`src/rtl/wb_cmd_initiator.sv`:
```
// Byte-stream command decoder driving a single-beat Wishbone B4 pipelined initiator.
// Holds an auto-incrementing address, read response stream, and a stall/ack timeout.
module wb_cmd_initiator #(
    parameter int unsigned WB_ADDR_WIDTH  = 20,
    parameter int unsigned DATA_WIDTH     = 8,
    parameter int unsigned TIMEOUT_CYCLES = 255
) (
    input  logic                     wb_clock_i,
    input  logic                     wb_reset_n_i,
    input  logic [7:0]               cmd_data_i,
    input  logic                     cmd_valid_i,
    output logic                     cmd_ready_o,
    output logic [DATA_WIDTH-1:0]    rsp_data_o,
    output logic                     rsp_valid_o,
    input  logic                     rsp_ready_i,
    output logic [WB_ADDR_WIDTH-1:0] wb_addr_o,
    output logic [DATA_WIDTH-1:0]    wb_data_o,
    output logic                     wb_we_o,
    output logic                     wb_cycle_o,
    output logic                     wb_strobe_o,
    input  logic [DATA_WIDTH-1:0]    wb_data_i,
    input  logic                     wb_stall_i,
    input  logic                     wb_ack_i,
    output logic                     busy_o,
    output logic                     err_o,
    input  logic                     err_clear_i
);

    localparam int unsigned TmoW = $clog2(TIMEOUT_CYCLES + 1);
    localparam logic [TmoW-1:0] TmoLast = TmoW'(TIMEOUT_CYCLES - 1);

    typedef enum logic [2:0] {
        StHdr,
        StAddr1,
        StAddr0,
        StData,
        StReq,
        StWait,
        StRsp
    } state_e;

    state_e                   state_q, state_d;
    logic [WB_ADDR_WIDTH-1:0] addr_q, addr_d;
    logic                     we_q, we_d;
    logic [DATA_WIDTH-1:0]    wdata_q, wdata_d;
    logic [DATA_WIDTH-1:0]    rdata_q, rdata_d;
    logic [TmoW-1:0]          tmo_q, tmo_d;
    logic                     err_q, err_d;
    logic                     cmd_ready_q, cyc_q, stb_q, rsp_valid_q, busy_q;
    logic                     accept, done, expired, err_set;

    assign accept = cmd_valid_i && cmd_ready_q;

    always_comb begin
        state_d = state_q;
        addr_d  = addr_q;
        we_d    = we_q;
        wdata_d = wdata_q;
        rdata_d = rdata_q;
        tmo_d   = '0;
        err_set = 1'b0;
        done    = 1'b0;
        expired = 1'b0;

        unique case (state_q)
            StHdr: begin
                if (accept) begin
                    case (cmd_data_i[7:4])
                        4'h1: begin
                            addr_d[19:16] = cmd_data_i[3:0];
                            we_d          = 1'b1;
                            state_d       = StAddr1;
                        end
                        4'h2: begin
                            addr_d[19:16] = cmd_data_i[3:0];
                            we_d          = 1'b0;
                            state_d       = StAddr1;
                        end
                        4'h3: begin
                            if (cmd_data_i[3:0] == 4'h0) begin
                                we_d    = 1'b1;
                                state_d = StData;
                            end else begin
                                err_set = 1'b1;
                            end
                        end
                        4'h4: begin
                            if (cmd_data_i[3:0] == 4'h0) begin
                                we_d    = 1'b0;
                                state_d = StReq;
                            end else begin
                                err_set = 1'b1;
                            end
                        end
                        default: err_set = 1'b1;
                    endcase
                end
            end
            StAddr1: begin
                if (accept) begin
                    addr_d[15:8] = cmd_data_i;
                    state_d      = StAddr0;
                end
            end
            StAddr0: begin
                if (accept) begin
                    addr_d[7:0] = cmd_data_i;
                    state_d     = we_q ? StData : StReq;
                end
            end
            StData: begin
                if (accept) begin
                    wdata_d = cmd_data_i[DATA_WIDTH-1:0];
                    state_d = StReq;
                end
            end
            StReq: begin
                // Ack only counts on the edge that also accepts the strobe.
                if (!wb_stall_i && wb_ack_i) begin
                    done = 1'b1;
                end else if (tmo_q == TmoLast) begin
                    expired = 1'b1;
                end else begin
                    tmo_d = tmo_q + TmoW'(1);
                    if (!wb_stall_i) begin
                        state_d = StWait;
                    end
                end
            end
            StWait: begin
                if (wb_ack_i) begin
                    done = 1'b1;
                end else if (tmo_q == TmoLast) begin
                    expired = 1'b1;
                end else begin
                    tmo_d = tmo_q + TmoW'(1);
                end
            end
            StRsp: begin
                if (rsp_ready_i) begin
                    state_d = StHdr;
                end
            end
            default: state_d = StHdr;
        endcase

        if (done) begin
            addr_d = addr_q + WB_ADDR_WIDTH'(1);
            if (we_q) begin
                state_d = StHdr;
            end else begin
                rdata_d = wb_data_i;
                state_d = StRsp;
            end
        end

        // The address is deliberately left alone so a retry hits the same location.
        if (expired) begin
            err_set = 1'b1;
            if (we_q) begin
                state_d = StHdr;
            end else begin
                rdata_d = {DATA_WIDTH{1'b1}};
                state_d = StRsp;
            end
        end

        err_d = err_set | (err_q & ~err_clear_i);
    end

    always_ff @(posedge wb_clock_i or negedge wb_reset_n_i) begin
        if (!wb_reset_n_i) begin
            state_q     <= StHdr;
            addr_q      <= '0;
            we_q        <= 1'b0;
            wdata_q     <= '0;
            rdata_q     <= '0;
            tmo_q       <= '0;
            err_q       <= 1'b0;
            cmd_ready_q <= 1'b0;
            cyc_q       <= 1'b0;
            stb_q       <= 1'b0;
            rsp_valid_q <= 1'b0;
            busy_q      <= 1'b0;
        end else begin
            state_q     <= state_d;
            addr_q      <= addr_d;
            we_q        <= we_d;
            wdata_q     <= wdata_d;
            rdata_q     <= rdata_d;
            tmo_q       <= tmo_d;
            err_q       <= err_d;
            cmd_ready_q <= (state_d == StHdr) || (state_d == StAddr1) ||
                           (state_d == StAddr0) || (state_d == StData);
            cyc_q       <= (state_d == StReq) || (state_d == StWait);
            stb_q       <= (state_d == StReq);
            rsp_valid_q <= (state_d == StRsp);
            busy_q      <= (state_d != StHdr);
        end
    end

    assign cmd_ready_o = cmd_ready_q;
    assign rsp_data_o  = rdata_q;
    assign rsp_valid_o = rsp_valid_q;
    assign wb_addr_o   = addr_q;
    assign wb_data_o   = wdata_q;
    assign wb_we_o     = we_q;
    assign wb_cycle_o  = cyc_q;
    assign wb_strobe_o = stb_q;
    assign busy_o      = busy_q;
    assign err_o       = err_q;

endmodule
```
`config.mk`:
```
export PLATFORM = sky130hd
export DESIGN_NAME = wb_cmd_initiator
export DESIGN_NICKNAME = d
export VERILOG_FILES = /design/src/rtl/wb_cmd_initiator.sv
export SDC_FILE = /design/constraint.sdc
export NUM_CORES = 1
export LEC_CHECK = 0
export ABC_AREA = 1
export BUFFER_PORTS_ARGS = -buffer_cell sky130_fd_sc_hd__buf_2
export CAP_MARGIN = 10
export CORE_MARGIN = 2
export CORE_UTILIZATION = 40
export CTS_CLUSTER_DIAMETER = 150
export CTS_CLUSTER_SIZE = 14
export DETAILED_ROUTE_END_ITERATION = 6
export PLACE_DENSITY_LB_ADDON = 0.15
export SYNTH_ARGS = -nofsm -noshare
export SYNTH_HDL_FRONTEND = slang
export SYNTH_SLANG_ARGS = --single-unit
```
`constraint.sdc`:
```
create_clock -name wb_clock_i -period 1.9 [get_ports wb_clock_i]
set_input_delay 0.475 -clock wb_clock_i [delete_from_list [all_inputs] [get_ports wb_clock_i]]
set_output_delay 0.475 -clock wb_clock_i [all_outputs]
set_load 0.005 [all_outputs]
```
==> summary.md <==
| Metric | Value |
|---|---|
| Vias in the first global route | `2875` |
| Gpl congestion | `0.862` |
| Endpoints failing setup | `0` |
| Initial core utilization | `41.6%` |
| Critical Path Most Common Cell | `inv_2` |
| Final Hold Vio Count | `0` |
| Crit path kind | `reg -> reg` |
| Reg-to-reg slack, setup | `200 ps` |
| Die Area | `8340 µm²` |
| Max Root-Sink Buffers | `2` |
| Worst path slowest cell | `dfrtp_1` |
| Post-synth top area share | `44.3%` |
| Sequential share of the synthesized area | `44.3%` |
| H-tree depth | `2` |
| Peak supply drop | `0.614 mV` |
| Clock transition at the registers of the reported paths | `100 ps` |
| First-pass GRT wire length | `13.6 mm` |
| Worst R2R Start | `state_q[1]` |
| Routed WL per cell | `13.3 µm` |
| Clock period minus worst slack | `1700 ps` |
| CTS tree | `built` |
| Num CTS Buffers | `5` |
| Crit-path max FO | `8` |
| Post-Syn Instances | `416` |
| RSZ-0062 raised after global routing | `false` |
| DRC viols | `0` |
| Syn Nets | `442` |
| Synth Cell Area | `3050 µm²` |
| Post-Place Worst Slack | `120 ps` |
| Type of origin of the critical path | `register` |
| DR vias | `2941` |
| Post-synth top cells | `127 x nand2_1, 54 x dfrtp_1, 51 x nor2_1` |
| Row count | `31` |
| Clock Root Buffer | `clkbuf_8` |
| Diode count | `0` |
| Die X | `91.3 µm` |
| Total Neg Setup Slack | `0 ps` |
| Yosys Warn Count | `0` |
| DP HPWL | `6.17 mm` |
| Asr flop ratio synth | `100%` |
| Tot GR Track Use | `20.1%` |
| Post-synthesis register bit count | `54` |
| Cell accounting for the most synthesized area | `dfrtp_1` |
| Final wirelength | `7.88 mm` |
| CP startpoint | `state_q[1]` |
| CTS sink cnt | `54` |
| Final period util | `89.7%` |
| Max frequency | `0.587 GHz` |
| Layout area overhead | `19.6%` |
| # IOs | `66` |
| Outcome | `complete, no violations` |
| Total grt overflow | `0` |
| MaxCap Viol Count | `0` |
| Cell with the most instances after synthesis | `nand2_1` |
| Filler cell count | `748` |
| PwrDens | `1190 nW/µm²` |
| Post-route antenna net violation count | `0` |
| Die height | `91.3 µm` |
| Top cells by area, synth | `dfrtp_1 44%, nand2_1 16%, nor2_1 6.3%` |
| Pin count of the biggest net entering global routing | `38` |
| EDFF count, synth | `0` |
| Largest stage delay, worst path | `440 ps` |
| # hold bufs at CTS | `0` |
| Antenna violations before repair | `0` |
| CP Data Required Time | `2090 ps` |
| Distinct cells, synth | `31` |
| Placed Instances | `584` |
| Min Hold Slack | `99.5 ps` |
| Clk_lat worst skew | `300 ps` |
| Setup ws final | `197 ps` |
| DR pass1 iterations | `4` |
| Drt via density | `4.97` |
| Initial DRC Count | `153` |
| Leak | `1.91 nW` |
| Syn Area/Cell | `7.33 µm²` |
| Core box area | `7330 µm²` |
| Crit-path cells | `inv_2 > nand2_1 > inv_2 > nand3_2 > nor2_2 > inv_1 > o22a_1` |
| Worst slew pin tran | `434 ps` |
| Relative slew slack | `71.0%` |
| Final nets | `519` |
| Hold/Removal Path Class | `in -> async` |
| Input/output buffers | `65` |
| Ys flop type | `dfrtp_1` |
| Critical path endpoint category | `register` |
| Post-route insts no fill | `592` |
| Share of cells above drive strength 1 | `20.7%` |
| Fin. max-slew vios | `0` |
| Critical path data arrival time | `1900 ps` |
| Final clock skew | `5.97 ps` |
==> cell type report <==
cell class	instances	area [µm²]	area share, %
tap	99	124	3.39
clock inverter	1	7.51	0.206
timing repair buffer	75	425	11.7
inverter	48	180	4.94
multi-input combinational	309	1490	40.8
sequential	54	1350	37.0
clock buffer	6	72.6	1.99
==> per-layer routing <==
| layer | global-route usage, % | wire length, µm | up-vias |
|---|---|---|---|
| met1 | 26.8 | 3560 | 1367 |
| li1 | - | - | 1497 |
| met2 | 34.3 | 3850 | 66 |
| met4 | 5.30 | 131 | 0 |
| met5 | 0 | 0 | - |
| met3 | 2.90 | 343 | 11 |
==> where the power goes <==
part	leakage (nW)	switching, mW	internal, mW	total [mW]
logic	1.17	0.962	0.764	1.73
registers	0.699	0.422	1.56	1.98
clock network	0.0373	0.369	0.254	0.623
total	1.91	1.75	2.57	4.33
==> cell usage in the layout (no fill, tap or decap), drive strengths merged <==
master | Yosys | final
nand3 | 26 | 26
nand2 | 129 | 129
ha | 3 | 3
and2 | 1 | 1
o21ai | 22 | 22
a21oi | 18 | 18
a31o | 1 | 1
clkbuf | 1 | 6
a31oi | 3 | 3
o22ai | 5 | 5
nor3 | 11 | 11
dfrtp | 54 | 54
clkinvlp | 0 | 1
nand4 | 4 | 4
and3 | 1 | 1
o221ai | 3 | 3
xnor2 | 3 | 3
xor2 | 7 | 7
o22a | 1 | 1
inv | 48 | 48
buf | 4 | 75
o211ai | 8 | 8
nor2 | 59 | 59
nor3b | 2 | 2
o21bai | 2 | 2
==> worst paths after layout <==
check,cells after the start,endpoint
min in group wb_clock_i,2,err_o
max in group asynchronous,2,tmo_q[4]
hold / removal,1,wb_addr_o[3]
hold reg to reg,2,wb_data_o[0]
setup / recovery,7,register
setup reg to reg,7,register
==> stage by stage <==
| stage | total power [mW] | instance area (µm²) | utilization (%) |
|---|---|---|---|
| finish | 4.33 | 3650 | 49.8 |
| global route | 4.73 | 3650 | 49.8 |
| CTS | 4.37 | 3640 | 49.6 |
| detailed placement | 3.72 | 3560 | 48.5 |
| global placement | 3.71 | 3560 | 48.5 |
| floorplan | 2.93 | 3050 | - |
==> timing repair <==
action                                  CTS  global route
setup buffers                             0             1
endpoints found under the setup margin    0             2
resized for setup                         0             3
==> critical path: cells and delay by family (launching register included) <==
family / cells / cell delay (ps)
AOI/OAI and AO/OA: 1 / 210
buffers and inverters: 3 / 320
DFF: 1 / 440
and+or+nand+nor: 3 / 650
==> logic make-up (layout without fill, tap and decap cells) <==
family                   Yosys count  in the layout  synth area share, %
AO/OA/AOI/OAI                     63             63                 12.1
XOR/XNOR                          10             10                 2.87
adder cells (fa/ha/maj)            3              3                 1.23
buffers and inverters             53            130                 7.05
flip-flops                        54             54                 44.3
AND/OR/NAND/NOR                  233            233                 32.4
Note: power is estimated with default switching activity, not from simulation.
